<file path="src/rtl/main_mem_arbiter_if.sv">
// main_mem_arbiter_if
// Bundles the two requester ports, the RAM-side bus and the debug counter
// of main_mem_arbiter.
//   slave  : the arbiter (takes requests and RAM read data; returns grants,
//            read data, RAM controls and conflict_cnt)
//   master : the requesters/RAM environment driving the arbiter
// Signals keep the original port names:
//   req0/1, rw0/1, addr0/1, wdata0/1   requester inputs
//   gnt0/1, rdata0/1, rvalid0/1        requester outputs
//   mem_addr, mem_data, mem_wren       to RAM;  mem_q from RAM
//   conflict_cnt                       saturating contention counter
interface main_mem_arbiter_if #(
    parameter int AW = 12,
    parameter int DW = 16
);
    logic          req0;
    logic          req1;
    logic          rw0;
    logic          rw1;
    logic [AW-1:0] addr0;
    logic [AW-1:0] addr1;
    logic [DW-1:0] wdata0;
    logic [DW-1:0] wdata1;
    logic          gnt0;
    logic          gnt1;
    logic [DW-1:0] rdata0;
    logic [DW-1:0] rdata1;
    logic          rvalid0;
    logic          rvalid1;
    logic [AW-1:0] mem_addr;
    logic [DW-1:0] mem_data;
    logic          mem_wren;
    logic [DW-1:0] mem_q;
    logic [15:0]   conflict_cnt;

    modport slave (
        input  req0, req1, rw0, rw1, addr0, addr1, wdata0, wdata1, mem_q,
        output gnt0, gnt1, rdata0, rdata1, rvalid0, rvalid1,
               mem_addr, mem_data, mem_wren, conflict_cnt
    );

    modport master (
        output req0, req1, rw0, rw1, addr0, addr1, wdata0, wdata1, mem_q,
        input  gnt0, gnt1, rdata0, rdata1, rvalid0, rvalid1,
               mem_addr, mem_data, mem_wren, conflict_cnt
    );
endinterface

</file>
<file path="src/rtl/main_mem_arbiter.sv">
// main_mem_arbiter
// Round-robin arbiter sharing the single-port main data RAM between the
// processor data port (port 0) and the host/loader port (port 1).
// Grants are combinational, read data is registered back to the winner and
// a saturating counter records cycles with both ports requesting.
// Optional burst lock: define MAIN_MEM_ARB_BURST_EN to let the current owner
// keep the RAM for up to BURST_MAX consecutive grants under contention
// (BURST_MAX exists only in that build).
// Ports:
//   clock  system clock, rising edge
//   reset  asynchronous, active-high
//   bus    main_mem_arbiter_if.slave (requesters, RAM bus, conflict_cnt)
module main_mem_arbiter #(
    parameter int AW = 12,
    parameter int DW = 16
`ifdef MAIN_MEM_ARB_BURST_EN
    ,
    parameter int BURST_MAX = 4
`endif
) (
    input logic              clock,
    input logic              reset,
    main_mem_arbiter_if.slave bus
);

    typedef enum logic [1:0] {
        IDLE = 2'd0,
        OWN0 = 2'd1,
        OWN1 = 2'd2
    } state_t;

    state_t        state_q, state_d;
    logic          last_q, last_d;
    logic [DW-1:0] rdata0_q, rdata0_d, rdata1_q, rdata1_d;
    logic          rvalid0_q, rvalid0_d, rvalid1_q, rvalid1_d;
    logic [15:0]   conflict_q, conflict_d;
    logic          tie_to0, gnt0, gnt1;
    logic [AW-1:0] mem_addr;
    logic [DW-1:0] mem_data;
    logic          mem_wren;

`ifdef MAIN_MEM_ARB_BURST_EN
    localparam int BW = $clog2(BURST_MAX + 1);
    logic [BW-1:0] burst_q, burst_d;
`endif

    // Arbitration: a tie goes to the port not served last, unless the burst
    // lock holds it with the current owner.
    always_comb begin
        tie_to0 = last_q;
`ifdef MAIN_MEM_ARB_BURST_EN
        if (state_q == OWN0 && burst_q < BW'(BURST_MAX)) begin
            tie_to0 = 1'b1;
        end else if (state_q == OWN1 && burst_q < BW'(BURST_MAX)) begin
            tie_to0 = 1'b0;
        end
`endif
        gnt0 = ~reset & bus.req0 & (~bus.req1 | tie_to0);
        gnt1 = ~reset & bus.req1 & (~bus.req0 | ~tie_to0);
    end

    always_comb begin
        mem_addr = '0;
        mem_data = '0;
        mem_wren = 1'b0;
        if (gnt0) begin
            mem_addr = bus.addr0;
            mem_data = bus.wdata0;
            mem_wren = bus.rw0;
        end else if (gnt1) begin
            mem_addr = bus.addr1;
            mem_data = bus.wdata1;
            mem_wren = bus.rw1;
        end
    end

    always_comb begin
        state_d    = IDLE;
        last_d     = last_q;
        rvalid0_d  = 1'b0;
        rvalid1_d  = 1'b0;
        rdata0_d   = rdata0_q;
        rdata1_d   = rdata1_q;
        conflict_d = conflict_q;
        if (gnt0) begin
            state_d = OWN0;
            last_d  = 1'b0;
            if (!bus.rw0) begin
                rvalid0_d = 1'b1;
                rdata0_d  = bus.mem_q;
            end
        end else if (gnt1) begin
            state_d = OWN1;
            last_d  = 1'b1;
            if (!bus.rw1) begin
                rvalid1_d = 1'b1;
                rdata1_d  = bus.mem_q;
            end
        end
        if (bus.req0 && bus.req1 && conflict_q != '1) begin
            conflict_d = conflict_q + 16'd1;
        end
    end

`ifdef MAIN_MEM_ARB_BURST_EN
    // Counts consecutive grants to the same owner; a change of owner restarts
    // at 1 and a cycle without grant clears it.
    always_comb begin
        burst_d = '0;
        if ((gnt0 && state_q == OWN0) || (gnt1 && state_q == OWN1)) begin
            burst_d = (burst_q < BW'(BURST_MAX)) ? burst_q + BW'(1) : burst_q;
        end else if (gnt0 || gnt1) begin
            burst_d = BW'(1);
        end
    end

    always_ff @(posedge clock or posedge reset) begin
        if (reset) begin
            burst_q <= '0;
        end else begin
            burst_q <= burst_d;
        end
    end
`endif

    always_ff @(posedge clock or posedge reset) begin
        if (reset) begin
            state_q    <= IDLE;
            last_q     <= 1'b1;
            rdata0_q   <= '0;
            rdata1_q   <= '0;
            rvalid0_q  <= 1'b0;
            rvalid1_q  <= 1'b0;
            conflict_q <= '0;
        end else begin
            state_q    <= state_d;
            last_q     <= last_d;
            rdata0_q   <= rdata0_d;
            rdata1_q   <= rdata1_d;
            rvalid0_q  <= rvalid0_d;
            rvalid1_q  <= rvalid1_d;
            conflict_q <= conflict_d;
        end
    end

    assign bus.gnt0         = gnt0;
    assign bus.gnt1         = gnt1;
    assign bus.mem_addr     = mem_addr;
    assign bus.mem_data     = mem_data;
    assign bus.mem_wren     = mem_wren;
    assign bus.rdata0       = rdata0_q;
    assign bus.rdata1       = rdata1_q;
    assign bus.rvalid0      = rvalid0_q;
    assign bus.rvalid1      = rvalid1_q;
    assign bus.conflict_cnt = conflict_q;

endmodule

</file>
<file path="src/flat_wrapper.sv">
// flat-port wrapper written by rule: the top's interface ports become plain ports
module main_mem_arbiter_flat 
#(
    parameter int AW = 12,
    parameter int DW = 16

)
  (clock, reset, bus_req0, bus_req1, bus_rw0, bus_rw1, bus_addr0, bus_addr1, bus_wdata0, bus_wdata1, bus_mem_q, bus_gnt0, bus_gnt1, bus_rdata0, bus_rdata1, bus_rvalid0, bus_rvalid1, bus_mem_addr, bus_mem_data, bus_mem_wren, bus_conflict_cnt);
  main_mem_arbiter_if #(.AW(AW), .DW(DW)) bus_i ();
  input logic clock;
  input logic reset;
  input wire logic [$bits(bus_i.req0)-1:0] bus_req0;
  input wire logic [$bits(bus_i.req1)-1:0] bus_req1;
  input wire logic [$bits(bus_i.rw0)-1:0] bus_rw0;
  input wire logic [$bits(bus_i.rw1)-1:0] bus_rw1;
  input wire logic [$bits(bus_i.addr0)-1:0] bus_addr0;
  input wire logic [$bits(bus_i.addr1)-1:0] bus_addr1;
  input wire logic [$bits(bus_i.wdata0)-1:0] bus_wdata0;
  input wire logic [$bits(bus_i.wdata1)-1:0] bus_wdata1;
  input wire logic [$bits(bus_i.mem_q)-1:0] bus_mem_q;
  output wire logic [$bits(bus_i.gnt0)-1:0] bus_gnt0;
  output wire logic [$bits(bus_i.gnt1)-1:0] bus_gnt1;
  output wire logic [$bits(bus_i.rdata0)-1:0] bus_rdata0;
  output wire logic [$bits(bus_i.rdata1)-1:0] bus_rdata1;
  output wire logic [$bits(bus_i.rvalid0)-1:0] bus_rvalid0;
  output wire logic [$bits(bus_i.rvalid1)-1:0] bus_rvalid1;
  output wire logic [$bits(bus_i.mem_addr)-1:0] bus_mem_addr;
  output wire logic [$bits(bus_i.mem_data)-1:0] bus_mem_data;
  output wire logic [$bits(bus_i.mem_wren)-1:0] bus_mem_wren;
  output wire logic [$bits(bus_i.conflict_cnt)-1:0] bus_conflict_cnt;
  assign bus_i.req0 = bus_req0;
  assign bus_i.req1 = bus_req1;
  assign bus_i.rw0 = bus_rw0;
  assign bus_i.rw1 = bus_rw1;
  assign bus_i.addr0 = bus_addr0;
  assign bus_i.addr1 = bus_addr1;
  assign bus_i.wdata0 = bus_wdata0;
  assign bus_i.wdata1 = bus_wdata1;
  assign bus_i.mem_q = bus_mem_q;
  assign bus_gnt0 = bus_i.gnt0;
  assign bus_gnt1 = bus_i.gnt1;
  assign bus_rdata0 = bus_i.rdata0;
  assign bus_rdata1 = bus_i.rdata1;
  assign bus_rvalid0 = bus_i.rvalid0;
  assign bus_rvalid1 = bus_i.rvalid1;
  assign bus_mem_addr = bus_i.mem_addr;
  assign bus_mem_data = bus_i.mem_data;
  assign bus_mem_wren = bus_i.mem_wren;
  assign bus_conflict_cnt = bus_i.conflict_cnt;
  main_mem_arbiter #(.AW(AW), .DW(DW)) u_core (.clock(clock), .reset(reset), .bus(bus_i));
endmodule
</file>
<file path="config.mk">
export PLATFORM = sky130hd
export DESIGN_NAME = main_mem_arbiter_flat
export DESIGN_NICKNAME = d
export VERILOG_FILES = /design/src/rtl/main_mem_arbiter_if.sv /design/src/rtl/main_mem_arbiter.sv /design/src/flat_wrapper.sv
export SDC_FILE = /design/constraint.sdc
export NUM_CORES = 1
export LEC_CHECK = 0
export CORE_MARGIN = 2
export CORE_UTILIZATION = 39
export CTS_CLUSTER_DIAMETER = 40
export DETAILED_ROUTE_END_ITERATION = 8
export GPL_TIMING_DRIVEN = 0
export PLACE_DENSITY = 0.88
export SLEW_MARGIN = 20
export SYNTH_ARGS = -nofsm -noshare
export SYNTH_HDL_FRONTEND = slang
export SYNTH_SLANG_ARGS = --single-unit
</file>
<file path="constraint.sdc">
create_clock -name clock -period 4.7 [get_ports clock]
set_input_delay 0.705 -clock clock [delete_from_list [all_inputs] [get_ports clock]]
set_output_delay 0.705 -clock clock [all_outputs]
set_load 0.03 [all_outputs]
</file>
# == Word level (Yosys, flattened, before mapping) ==
# Cells that the tools add are included.
# op_classes
eq_ne,1
n_mul,0
reduce_logical,5
bitwise,13
mux,13
div_mod_pow,0
shift,0
order_cmp,0
add_sub_neg,1
# ops
op,count
$mux 16,2
$mux 12,2
$add 16x1->16 const B,1
$ne 16x16->1 const B,1
$mux 1,9
$not 1->1,7
$and 1x1->1,4
$reduce_and 3->1,1
$logic_and 1x1->1,2
$or 1x1->1,2
$reduce_and 2->1,1
$reduce_bool 2->1,1
# totals
ff_bits,51
inputBits,78
latch_bits,0
elab_cells,39
ram_bits,0
rom_bits,0
mem_count,0
out_inout_bits,81

# == Depth between registers and ports, before layout ==
# Gate-level depths: netlist of the first run.
# logic_depth
word_depth,5
ltp_mapped,6
ltp_nobuf,5

# == Worst setup path before layout of the first run ==
# Ideal clock, no wire load.
# synth_timing
path_type,input to output
start,input reset
end,output bus_mem_data[10]
path_stages,4
slack_ps,2044
n_path_buf,1
t_required_ps,3995
arrival_time_ps,1951
path_cell_list,nand2b_1 a21oi_1 clkbuf_1 a22o_1
# synth_between
elab_cells_between_ends,7
cone_classes,mux (2); bitwise (5)
# synth_rtl
element,line,text
"start, declared",flat_wrapper.sv:11,input logic reset;
$not 1->1,main_mem_arbiter.sv:58,gnt0 = ~reset & bus.req0 & (~bus.req1 | tie_to0);
$and 1x1->1 (2 in a row),main_mem_arbiter.sv:58,
net bus_gnt0,flat_wrapper.sv:21,output wire logic [$bits(bus_i.gnt0)-1:0] bus_gnt0;
$mux 16,main_mem_arbiter.sv:66,if (gnt0) begin
"end, declared",flat_wrapper.sv:28,output wire logic [$bits(bus_i.mem_data)-1:0] bus_mem_data;
# The timed path passes the listed nets, and every way through them passes these cells.

# == Worst setup path after layout of the first run ==
# layout_timing
start,input reset
end,output bus_mem_data[8]
# layout_between
elab_chain_len,5
elab_cells_between_ends,7
cone_classes,mux (2); bitwise (5)
# layout_rtl
element,line,text
$not 1->1 (*),"main_mem_arbiter.sv:58, main_mem_arbiter.sv:59",
$and 1x1->1 (2 in a row),main_mem_arbiter.sv:59,gnt1 = ~reset & bus.req1 & (~bus.req0 | ~tie_to0);
$mux 16,main_mem_arbiter.sv:70,end else if (gnt1) begin
$mux 16 (*),main_mem_arbiter.sv:66,
# Mark *: on every way between the ends. The rest lies on a longest branch, timed or not.

==> metrics.md, run 1 <==
| Metric | Value |
|---|---|
| Outcome | finished clean |
| Dpl hpwl | 5546 µm |
| Critical path's most frequent cell | clkdlybuf4s50_1 |
| Final hold slack | 0.5080 ns |
| I/O pins | 159 |
| Detail Route Antenna Nets | 0 |
| Final Instance Area | 0.004154 mm² |
| Comb power frac | 46.0% |
| Final Max Tran Viols | 0 |
| Crit-path max cell delay | 0.70 ns |
| Area Growth Syn to Fin | 75.01% |
| WP data required | 3.99 ns |
| IO Port Bufs | 158 |
| Row Count | 28 |
| Cells on worst reg2reg path | 4 |
| Hold EP | u_core.bus.conflict_cnt[15] |
| Min Tclk post-route | 3.640 ns |
| Library cells used by synthesis | 26 |
| Flop2flop setup slack | 2.68 ns |
| Min-delay src | u_core.bus.conflict_cnt[15] |
| Mapped Cells | 186 |
| Net Sw Power | 591.4 µW |
| Leakage power | 0.001734 µW |
| Post-CTS Hold Fix Bufs | 0 |
| DR WL/cell | 16.02 µm |
| Most common cell in the synthesized netlist | dfrtp_1 |
| Fin nets | 431 |
| GRT Util Overall | 20.42% |
| Peak VDD IR | 0.2300 mV |
| Slew @ Worst Pin | 0.5771 ns |
| Peak Freq | 274.7 MHz |
| Area leader, netlist | dfrtp_1 |
| Levels on crit path | 6 |
| CP arrival | 2.94 ns |
| CTS Sinks | 51 |
| Resized Gates After CTS | 0 |
| Ys async rst share | 100.0% |
| Clock power share | 15.1% |
| Area of the mapped netlist | 0.002374 mm² |
| Die Height | 82.01 µm |
| Total Wirelength | 6857 µm |
| CTS buffer count | 5 |
| RR Startpoint | u_core.bus.conflict_cnt[0] |
| Cell internal pwr | 992.1 µW |
| Core area | 0.005886 mm² |
| First-pass detailed-route iteration total | 4 |
| Ys flop type | dfrtp_1 |
| Vias in the first global route | 2248 |
| Die X | 82.01 µm |
| Crit path launch | reset |
| Vias per std cell | 5.107 |
| Setup TNS | 0 ns |
| Most instantiated cells after synthesis | dfrtp_1, mux2_2, a22o_1 |
| Max_cap viols | 0 |
| Synth warn | 0 |
| Slew margin rel. | 61.39% |
| CTS Root Cell | clkbuf_8 |
| Postcts setup bufs | 0 |
| Net Sw Frac | 37.35% |
| Uppermost layer routed | met4 |
| Clk_lat worst skew | 0.29 ns |
| Slowest stage cell on the critical path | clkdlybuf4s50_1 |
| Unrepaired setup endpoints after global routing | no |
| Hold Crit Depth | 1 |
| Fin. Hold Viols | 0 |
| Power per cell area | 381.2 mW/mm² |
| DR WL met2 | 3707 µm |
| Clk_skew | 0.006665 ns |
| R2R Path End | u_core.bus.conflict_cnt[1] |
| CP Cell Sequence | clkdlybuf4s50_1 > nand2b_1 > a21oi_1 > clkbuf_1 > a22o_1 > clkdlybuf4s50_1 |
| Finish-stage setup viols | 0 |
| Share of power burned in registers | 38.9% |
| DR iter-0 viols | 58 |
| CP Capture Type | primary output |
| Vias | 2186 |
| Htree depth | 2 |
| Core Util, Final | 70.58% |
| M1 wire length | 2433 µm |
| Top cell family by delay on the critical path | buffers and inverters |
| First-pass GRT wire length | 10470 µm |
| Largest net degree at the start of global routing | 35 |
| Post-Syn Nets | 265 |
| Remaining global-route overflow | 0 |
| Met3 WL | 612 µm |
| Ant. Diodes | 0 |
| Share of cells above drive strength 1 | 13.88% |
| Area share of the leading cell type in the synthesized netlist | 52.71% |
| Main area contributors after synthesis | dfrtp_1, mux2_2, a22o_1 |
| Path type of the worst min-delay path | reg2reg |
| Max clock buf depth | 2 |
| Seq/Total Area, Yosys | 53.82% |
| Final RePlAce weighted congestion | 0.8544 |
| Post-synthesis register bit count | 51 |
| Post-placement cell area | 0.004069 mm² |
| Crit path kind | in2out |
| Die area | 0.006726 mm² |
| DRC | 0 |
| Initial core utilization | 40.33% |
| Number of flops mapped to enable cells by yosys | 0 |
| Startpoint types | input port |
| Critical-path maximum fanout | 10 |
| Mean Syn Cell Area | 12.76 µm² |
| Antenna violations before repair | 0 |
| Crit share post-route | 77.45% |
| Critical path buffers and inverters | 3 |
| Clock-pin transition on the worst setup and hold timing paths | 0.08 ns |
| CTS tree | built |
==> worst max-delay path by stage <==
stage / endpoint
floorplan: bus_mem_data[10]
global placement: bus_mem_data[3]
detailed placement: bus_mem_data[8]
CTS: bus_mem_data[8]
global route: bus_mem_data[8]
finish: bus_mem_data[8]
==> state kept, by name, indices dropped and copies added, names as in the netlist <==
name and count:
u_core.bus.rvalid1 1, u_core.bus.conflict_cnt 16, u_core.bus.rdata1 16, u_core.bus.rvalid0 1
u_core.last_q 1, u_core.bus.rdata0 16
==> per-layer routing <==
metal | global-route usage, % | vias up
li1 | - | 1022
met1 | 21.89 | 1039
met2 | 37.72 | 117
met3 | 6.923 | 8
met4 | 6.000 | 0
met5 | 0 | -
==> power by group through the flow <==
| stage | clock, µW | sequential, µW | combinational [µW] |
|---|---|---|---|
| CTS | 248 | 617 | 737 |
| finish | 240 | 615 | 729 |
| floorplan | 0 | 807 | 198 |
| global route | 269 | 629 | 769 |
| global placement | 0 | 618 | 719 |
| detailed placement | 0 | 626 | 734 |
==> cell type report <==
type                       count  area [µm²]
tap                           75       93.84
timing repair buffer         159        1602
clock inverter                 2       12.51
multi-input combinational    120        1032
clock buffer                   6       72.57
fill                         466        1732
sequential                    51        1277
buffer                        10       45.04
inverter                       5       18.77
==> layout by cell type (no fill, tap or decap) <==
cell             instances
clkdlybuf4s50_1        158
dfrtp_1                 50
mux2_2                  32
a22o_1                  29
xor2_1                  12
nand2_1                  8
nor4_1                   7
nor3_1                   7
clkbuf_1                 7
clkbuf_8                 5
nand4_1                  4
inv_1                    4
xnor2_1                  3
buf_2                    3
nand3_1                  2
nor2_1                   2
nand2b_1                 2
or3_1                    2
a21oi_1                  2
nor2b_1                  2
nand4_4                  1
and2_1                   1
o41ai_4                  1
mux2_4                   1
o21ai_0                  1
buf_4                    1
inv_2                    1
ha_1                     1
clkinvlp_4               1
clkinv_2                 1
buf_12                   1
dfstp_2                  1
==> per-stage QoR <==
step	worst slack, ns	power (µW)	cells
2_1_floorplan	2.044	1005	186
3_3_place_gp	1.149	1337	419
3_5_place_dp	1.072	1360	420
4_1_cts	1.056	1602	428
5_1_grt	0.9305	1667	428
6_report	1.060	1583	428
==> kinds of logic after synthesis <==
logic type                 share of synthesized area, %
muxes                                             15.81
AOI/OAI and AO/OA                                 12.49
DFF                                               53.82
buffers and inverters                             2.688
and+or+nand+nor                                   9.119
xor gates and xnor gates                          5.535
adders and majority gates                        0.5271
No activity file was read; power rests on OpenSTA's default activity.
==> run 2: changes to the inputs <==
- CORE_UTILIZATION: 39 -> 36
- PLACE_DENSITY: 0.88 -> 0.82
- clock period: 4.7 -> 3.5 ns (I/O delays scaled with it)
==> run 2 against run 1 <==
  * First-iteration DRC count fell by 19%
  * Global-route usage decreased by 1.3 points
  * Sequential power rose by 35%
  * Critical endpoint is now bus_mem_data[15]
  * Highest routed layer unchanged
  * Largest cell class unchanged
  * Utilization down 4.8 points
==> metrics.md, run 2 (synthesis results as in run 1) <==
| Metric | Value |
|---|---|
| Slew margin rel. | 61.83% (+0.44 points) |
| Hold EP | u_core.last_q |
| WP data required | 2.97 ns (-1.02 ns) |
| Setup TNS | 0 ns (unchanged) |
| DR iter-0 viols | 47 (-19%) |
| Area Growth Syn to Fin | 75.86% |
| Power per cell area | 522.4 mW/mm² (+37%) |
| DRC | 0 (unchanged) |
| Detail Route Antenna Nets | 0 (unchanged) |
| GRT Util Overall | 19.11% (-1.3 points) |
| DR WL/cell | 16.09 µm (+0.42%) |
| Clk_skew | 0.01404 ns (+0.007374 ns) |
| Multi-input logic area | 0.001032 mm² (unchanged) |
| Post-CTS Hold Fix Bufs | 0 (unchanged) |
| Postcts setup bufs | 0 (unchanged) |
| Largest net degree at the start of global routing | 29 (-17%) |
| Die Height | 85.20 µm (+3.9%) |
| Min-delay src | u_core.last_q |
| Core area | 0.006350 mm² (+7.9%) |
| CTS tree | built |
| R2R Path End | u_core.bus.conflict_cnt[1] |
| Max clock buf depth | 2 (unchanged) |
| CP arrival | 2.67 ns (-0.27 ns) |
| Peak VDD IR | 0.3746 mV (+63%) |
| Fillers | 480 (+3.0%) |
| Fin. Hold Viols | 0 (unchanged) |
| First-pass detailed-route iteration total | 4 (unchanged) |
| Vias in the first global route | 2386 (+6.1%) |
| Resized Gates After CTS | 0 (unchanged) |
| Die X | 85.20 µm (+3.9%) |
| Antenna violations before repair | 0 (unchanged) |
| Most frequent cells in the layout | clkdlybuf4s50_1, dfrtp_1, mux2_2, a22o_1, xor2_1 |
| Non-filler cells, final | 429 (+0.23%) |
| Final RePlAce weighted congestion | 0.8440 (-1.2%) |
| Min Tclk post-route | 3.195 ns |
| Most common cell after layout, fill and taps aside | clkdlybuf4s50_1 |
| Clk_lat worst skew | 0.29 ns (about the same) |
| Crit share post-route | 91.27% |
| I/O pins | 159 (unchanged) |
| CTS Sinks | 51 (unchanged) |
| Remaining global-route overflow | 0 (unchanged) |
| Share of cells above drive strength 1 | 13.64% (-0.24 points) |
| Total Wirelength | 6902 µm (+0.66%) |
| CTS buffer count | 5 (unchanged) |
| Dpl hpwl | 5718 µm (+3.1%) |
| Final Max Tran Viols | 0 (unchanged) |
| Critical-path maximum fanout | 10 (unchanged) |
| Vias | 2161 (-1.1%) |
| Hold Crit Depth | 2 (+1) |
| Crit path kind | in2out |
| Path type of the worst min-delay path | reg2reg |
| CP Capture Type | primary output |
| Initial core utilization | 37.38% (-2.9 points) |
| Startpoint types | input port |
| Max_cap viols | 0 (unchanged) |
| Peak Freq | 313.0 MHz |
| CTS Root Cell | clkbuf_8 |
| Row Count | 29 (+3.6%) |
| Flop2flop setup slack | 1.50 ns (-1.18 ns) |
| Unrepaired setup endpoints after global routing | no |
| First-pass GRT wire length | 11090 µm (+5.9%) |
| Htree depth | 2 (unchanged) |
| Outcome | finished clean |
| RR Startpoint | u_core.bus.conflict_cnt[1] |
| Ant. Diodes | 0 (unchanged) |
| Register area | 0.001277 mm² (unchanged) |
| Fin nets | 431 (unchanged) |
| Vias per std cell | 5.037 (-1.4%) |
| Die area | 0.007259 mm² (+7.9%) |
| Finish-stage setup viols | 0 (unchanged) |
| Leakage power | 0.001744 µW (+0.58%) |
| Clock-pin transition on the worst setup and hold timing paths | 0.08 ns (about the same) |
| Slew @ Worst Pin | 0.5706 ns (-0.006548 ns) |
| Cells on worst reg2reg path | 4 (unchanged) |
| IO Port Bufs | 158 (unchanged) |
| Inst Count DP | 422 (+0.48%) |
==> run 2: cell count changes in the layout (fill, tap and decap cells not counted) <==
cell / previous run / this run
clkinvlp_4: 1 / 0
bufinv_16: 0 / 1
clkinv_2: 1 / 0
==> run 2: worst max-delay path by stage <==
stage | startpoint | end | slack, ns
2_1_floorplan | reset | bus_mem_data[10] | 1.20
3_3_place_gp | reset | bus_mem_data[9] | 0.35
3_5_place_dp | reset | bus_mem_addr[6] | 0.30
4_1_cts | reset | bus_mem_data[15] | 0.29
5_1_grt | reset | bus_mem_data[9] | 0.1
6_report | reset | bus_mem_data[15] | 0.31
==> run 2: routing by layer <==
metal / wire length [µm] / share of wire, % / GRT usage, % / up-vias
li1: - / - / - / 1019
met1: 2361 / 34 / 19.86 / 1025
met2: 3735 / 54 / 35.51 / 105
met3: 645 / 9.3 / 6.420 / 12
met4: 159 / 2.3 / 6.782 / 0
met5: 0 / 0 / 0 / -
==> run 2: critical path, stage by stage <==
cell	delay (ns)
clkdlybuf4s50_1	0.43
nand2b_1	0.17
a21oi_1	0.22
clkbuf_1	0.39
a22o_1	0.22
clkdlybuf4s50_1	0.70
==> run 2: final cells by class <==
class	count	share of cell area [%]
repair buffers	159	38.37
clock buffers	6	1.739
inverters	5	0.4496
multi-input cells	120	24.73
plain buffers	10	1.079
well taps	77	2.308
flip-flops and latches	51	30.61
clock inverters	1	0.7194
==> run 2: power by group <==
group | internal, µW | total (µW) | switching [µW]
registers | 721 | 829 | 107
logic | 470 | 973 | 503
clock network | 210 | 379 | 169
total | 1400 | 2180 | 779
==> run 2: stage by stage <==
| stage | power (µW) | instance area [µm²] | setup WS, ns | util (%) | hold WS [ns] |
|---|---|---|---|---|---|
| floorplan | 1350 | 2374 | 1.204 | - | 0.4704 |
| CTS | 2212 | 4174 | 0.2902 | 65.73 | 0.5059 |
| global route | 2298 | 4174 | 0.09735 | 65.73 | 0.5154 |
| detailed placement | 1823 | 4071 | 0.3050 | 64.12 | 0.4945 |
| finish | 2180 | 4174 | 0.3055 | 65.73 | 0.5034 |
| global placement | 1801 | 4051 | 0.3496 | 63.80 | 0.4851 |
